==> config.mk <==
export PLATFORM = sky130hd
export DESIGN_NAME = alu_32
export DESIGN_NICKNAME = d
export VERILOG_FILES = /design/src/rtl/alu_32.sv
export SDC_FILE = /design/constraint.sdc
export NUM_CORES = 1
export LEC_CHECK = 0
export BUFFER_PORTS_ARGS = -buffer_cell sky130_fd_sc_hd__buf_4
export CORE_ASPECT_RATIO = 0.9
export CORE_MARGIN = 1
export CORE_UTILIZATION = 31
export CTS_CLUSTER_SIZE = 10
export DETAILED_ROUTE_END_ITERATION = 6
export PLACE_DENSITY_LB_ADDON = 0.3
export SETUP_SLACK_MARGIN = 0.3
export SLEW_MARGIN = 20
export SYNTH_ARGS = -nofsm -noshare
export SYNTH_HDL_FRONTEND = slang
export SYNTH_SLANG_ARGS = --single-unit
==> constraint.sdc <==
create_clock -name clock -period 5.5 [get_ports clock]
set_input_delay 0.55 -clock clock [delete_from_list [all_inputs] [get_ports clock]]
set_output_delay 0.55 -clock clock [all_outputs]
set_load 0.02 [all_outputs]
==> src/rtl/alu_32.sv <==
`default_nettype none
// ============================================================================
//  Module      : alu_32
//  Description : 32-bit ALU for the RV64 word-sized ("W") operations. Works
//                on the low 32 bits of both operands, sign-extends the 32-bit
//                outcome to 64 bits and registers it (one cycle of latency).
//  Revision    : 1.0 - initial release
// ============================================================================
module alu_32 (
    input  logic        clock,
    input  logic        reset,
    input  logic [3:0]  alu_funct,
    input  logic [31:0] operand_a,
    input  logic [31:0] operand_b,
    output logic [63:0] result
);

    // Function-code encoding; codes 4'b1010..4'b1111 are reserved and yield 0.
    localparam logic [3:0] FN_ADD  = 4'b0000;
    localparam logic [3:0] FN_SUB  = 4'b0001;
    localparam logic [3:0] FN_SLL  = 4'b0010;
    localparam logic [3:0] FN_SLT  = 4'b0011;
    localparam logic [3:0] FN_SLTU = 4'b0100;
    localparam logic [3:0] FN_XOR  = 4'b0101;
    localparam logic [3:0] FN_SRL  = 4'b0110;
    localparam logic [3:0] FN_SRA  = 4'b0111;
    localparam logic [3:0] FN_OR   = 4'b1000;
    localparam logic [3:0] FN_AND  = 4'b1001;

    logic [4:0]  w_shamt;
    logic [31:0] w_r32;
    logic [63:0] result_d;
    logic [63:0] result_q;

    // Only the low five bits of operand_b matter for word shifts.
    assign w_shamt = operand_b[4:0];

    // Select the 32-bit outcome of the requested operation.
    always_comb begin
        w_r32 = 32'h0;
        unique case (alu_funct)
            FN_ADD:  w_r32 = operand_a + operand_b;
            FN_SUB:  w_r32 = operand_a - operand_b;
            FN_SLL:  w_r32 = operand_a << w_shamt;
            FN_SLT:  w_r32 = {31'h0, $signed(operand_a) < $signed(operand_b)};
            FN_SLTU: w_r32 = {31'h0, operand_a < operand_b};
            FN_XOR:  w_r32 = operand_a ^ operand_b;
            FN_SRL:  w_r32 = operand_a >> w_shamt;
            FN_SRA:  w_r32 = $unsigned($signed(operand_a) >>> w_shamt);
            FN_OR:   w_r32 = operand_a | operand_b;
            FN_AND:  w_r32 = operand_a & operand_b;
            default: w_r32 = 32'h0;
        endcase
    end

    // Every word result is sign-extended, including the 0/1 of the compares.
    assign result_d = {{32{w_r32[31]}}, w_r32};

    // Output register; reset has priority over the computed value.
    always_ff @(posedge clock) begin
        if (reset) begin
            result_q <= 64'h0;
        end else begin
            result_q <= result_d;
        end
    end

    assign result = result_q;

endmodule
`default_nettype wire

==> flow_results.org <==
** Run status
- Status :: finished, violations left
- Failing checks :: design-rule violations

** Yosys
- After technology mapping, the gate count stands at 1317.
- Number of nets produced by synthesis :: 1488
- Dominant cell type by area after synthesis :: sky130_fd_sc_hd__ha_1
- Yosys mapped the design onto 76 distinct sky130hd cell types.
- Synth Area per Inst :: 7.16 um^2
- Most used DFF post-synth :: sky130_fd_sc_hd__dfxtp_1
- Counting flops with an async set or reset pin after synthesis yields a share of 0%.
- The most common cell in the synthesized netlist is sky130_fd_sc_hd__nor2_1.
- Summed over its instances, the top area cell type makes up 13.1% of the synthesized netlist area.
- Post-Syn Area :: 9430 um^2
- Yosys mapped a number of flops with a built-in enable equal to 0.
- Sorting the synthesized cells by area gives the leading types as sky130_fd_sc_hd__ha_1 13%, sky130_fd_sc_hd__mux4_2 12%, sky130_fd_sc_hd__dfxtp_1 6.8%, sky130_fd_sc_hd__nor2_1 6.8%, sky130_fd_sc_hd__a21oi_1 6.2%.
- Warnings, synthesis :: 0
- Fraction of the yosys area taken by sequential cells :: 6.79%
- Number of synthesized register bits :: 32
- In the synthesized netlist, the cells that appear most often are 170 x sky130_fd_sc_hd__nor2_1, 117 x sky130_fd_sc_hd__a21oi_1, 104 x sky130_fd_sc_hd__nand2_1.

** Floorplan
- Die height :: 167 um
- Placeable Area :: 29900 um^2
- Die area :: 31100 um^2
- Once the floorplan was initialized, standard cells occupied 31.6% of the core.
- Horizontal die dimension :: 186 um
- The initialized floorplan defines 60 standard-cell rows.
- During I/O placement, the number of pins put on the boundary was 134.

** Clock network
- TritonCTS clock tree :: built
- After clock tree synthesis, the flow added hold-fix buffers numbering 0.
- Post-CTS setup buffer count :: 0
- After clock tree synthesis, the clock-pin slew on the worst setup and hold paths is 0.05 ns.
- In this run the deepest clock path goes through 2 buffers.
- Clock tree synthesis found a total of 32 sinks.
- Total clock buffers created by CTS :: 5
- Once the clock tree was built, the resizer swapped 0 gates to a different size.
- Root Driver :: sky130_fd_sc_hd__clkbuf_16
- Maximum level of the CTS H-tree :: 2

** Pwr
- Per report_power, the combinational group accounts for 63.2% of the total.
- The internal portion of the total power is 0.830 mW.
- Register share of total power :: 15.9%
- Net switching power of the design :: 0.761 mW
- Switching part of the total :: 47.8%
- The clock network burns 20.9% of the power.
- Total Power :: 1.59 mW
- P per Cell Area :: 150 nW/um^2
- Highest ir drop seen on vdd :: 0.118 mV
- For this design the static power due to leakage is 4.53 nW.

** GRT
- Vias in the first global route :: 9703
- In the global route stage, overall resource usage came out at 26.7%.
- Entering global routing, the biggest net connects 73 pins.
- Global-route wire length before repair :: 62400 um
- Global routing finished with a remaining overflow of 0.
- Initial antenna violation count :: 1

** Placement
- At the end of routability-driven placement, the weighted congestion stood at 0.958.
- Area post-placement :: 10400 um^2
- Timing analysis after detailed placement gives a worst setup slack of 1.27 ns.
- Number of placed instances with taps included :: 1739
- Count of buffers inserted at the top-level ports :: 133
- Estimated wirelength of the detail-placed design :: 32500 um

** Cells and area
- The finished layout holds 1747 standard cells, fillers aside.
- The number of antenna diodes in the final layout is 0.
- Fill cell total of the finished layout :: 3241
- Summing all non-filler instances in the final layout gives an area of 10600 um^2.
- Area added between synthesis and finish :: 12.2%
- Of the cells placed in the final design, the portion with a size suffix greater than 1 is 17.0%.
- For this run, the post-layout net count is 1514.
- Fin util :: 35.4%
- The register with the most flip-flops in the layout has 32 of them.

** Hold path
- The path class of the tightest hold or removal check is in2reg.

** Worst setup path
- Type of the setup path with the least slack :: in2reg
- CP max stage cell :: sky130_fd_sc_hd__ha_1
- Walking the worst path, the cells encountered are buf_4, ha_1, inv_1, fa_1, nor2b_1, o211ai_1, a311o_1, a21oi_1, o21bai_1, a21oi_1, o21ai_0, and3_1, o41a_1.
- Data on the critical path is required at its endpoint by 5.68 ns.
- Worst path max stage delay :: 0.46 ns
- Critical path launch point type :: input port
- On the critical path the largest part of the delay comes from compound AO/OA/AOI/OAI gates.
- Together, buffers and inverters on the worst path number 2.
- For the worst setup path, the data arrival time is 4.20 ns.
- Of all nets on the critical path, the largest fanout is 32.
- In this design, the critical path's most frequently occurring cell is sky130_fd_sc_hd__a21oi_1.
- Worst setup EP type :: flop

** Timing
- Final setup vio count :: 0
- Final total negative setup slack :: 0 ns
- The final number of max-transition violations came to 0.
- Worst-case setup margin in the final layout :: 1.48 ns
- Fin crit period :: 4.02 ns
- At the pin with the least slew margin, the transition time is 1.03 ns.
- Measured against its own limit, the worst slew margin works out to 31.6%.
- Timing-limited maximum frequency :: 0.249 GHz
- The worst path uses 73.1% of the clock period.
- Smallest hold slack :: 0.603 ns
- Final hold vios :: 0
- RSZ-0062 raised after global routing :: false

** Job
- Across the run, the number of max-cap violations was 0.

** Route
- Wires add up to 41800 um.
- The first routing iteration left 1240 violations.
- In the routed design, unresolved DRC markers number 1.
- Via total after detailed routing :: 10600
- After detailed routing, the average wire length per cell comes to 24.0 um.
- Using the TritonRoute via totals, the vias-per-cell ratio works out to 6.08.
- The count of nets left with antenna violations once routing finished came out at 0.
- The first detailed-routing pass ran for 7 iterations.
-- kinds of logic after synthesis --
group,after synthesis,share of synthesized area (%)
multiplexers,107,18.3
AO/OA/AOI/OAI,431,29.8
AND/OR/NAND/NOR,400,19.0
XOR/XNOR,20,1.86
adder cells (fa/ha/maj),101,13.6
flip-flops,32,6.79
buffers and inverters,226,10.6
-- power groups by stage --
stage	sequential [mW]	combinational, mW	clock (mW)
CTS	0.254	0.984	0.342
finish	0.254	1.00	0.333
global route	0.256	1.08	0.352
detailed placement	0.259	0.978	0
floorplan	0.275	0.637	0
global placement	0.259	0.983	0
-- placed cells by master (no fill, tap or decap), types with 7 or more instances in the layout --
master,Yosys,final
sky130_fd_sc_hd__nor3_1,31,31
sky130_fd_sc_hd__nand4_1,8,8
sky130_fd_sc_hd__dfxtp_1,32,32
sky130_fd_sc_hd__or3_1,9,9
sky130_fd_sc_hd__a221oi_1,17,17
sky130_fd_sc_hd__o221ai_1,7,7
sky130_fd_sc_hd__nand2_1,104,104
sky130_fd_sc_hd__a21oi_1,117,117
sky130_fd_sc_hd__o21ai_0,99,99
sky130_fd_sc_hd__buf_4,34,148
sky130_fd_sc_hd__o21a_1,7,7
sky130_fd_sc_hd__nor4_1,10,10
sky130_fd_sc_hd__o22ai_1,17,17
sky130_fd_sc_hd__inv_1,95,95
sky130_fd_sc_hd__nand2b_1,9,9
sky130_fd_sc_hd__o21bai_1,10,10
sky130_fd_sc_hd__a211oi_1,29,29
sky130_fd_sc_hd__xnor2_1,18,18
sky130_fd_sc_hd__and2_1,7,7
sky130_fd_sc_hd__ha_1,99,99
sky130_fd_sc_hd__nor2b_1,10,10
sky130_fd_sc_hd__nand3_1,16,16
sky130_fd_sc_hd__mux4_2,52,52
sky130_fd_sc_hd__nor2_1,170,170
sky130_fd_sc_hd__mux2i_1,49,49
sky130_fd_sc_hd__o211ai_1,23,23
sky130_fd_sc_hd__a31oi_1,18,18
sky130_fd_sc_hd__o31ai_1,9,9
sky130_fd_sc_hd__a21o_1,14,14
-- final cells by class --
| cell class | count | area (um^2) | share of cell area (%) |
|---|---|---|---|
| tap | 403 | 504 | 4.77 |
| multi-input combinational | 1059 | 7790 | 73.7 |
| inverter | 97 | 364 | 3.44 |
| sequential | 32 | 641 | 6.06 |
| clock buffer | 6 | 129 | 1.22 |
| clock inverter | 2 | 35.0 | 0.331 |
| timing repair buffer | 148 | 1110 | 10.5 |
-- path summary, 6_finish.rpt --
path          to    startpoint  cells after the start
min    result[0]         reset                      4
max   result[30]  operand_b[0]                     13
-- metal layers --
| metal | track usage [%] | part of all wire [%] | vias up |
|---|---|---|---|
| li1 | - | - | 4859 |
| met1 | 37.9 | 45 | 5083 |
| met2 | 40.9 | 44 | 606 |
| met3 | 3.72 | 8.1 | 73 |
| met4 | 8.91 | 3.4 | 0 |
| met5 | 0 | 0 | - |
(Power assumes the default switching activity.)
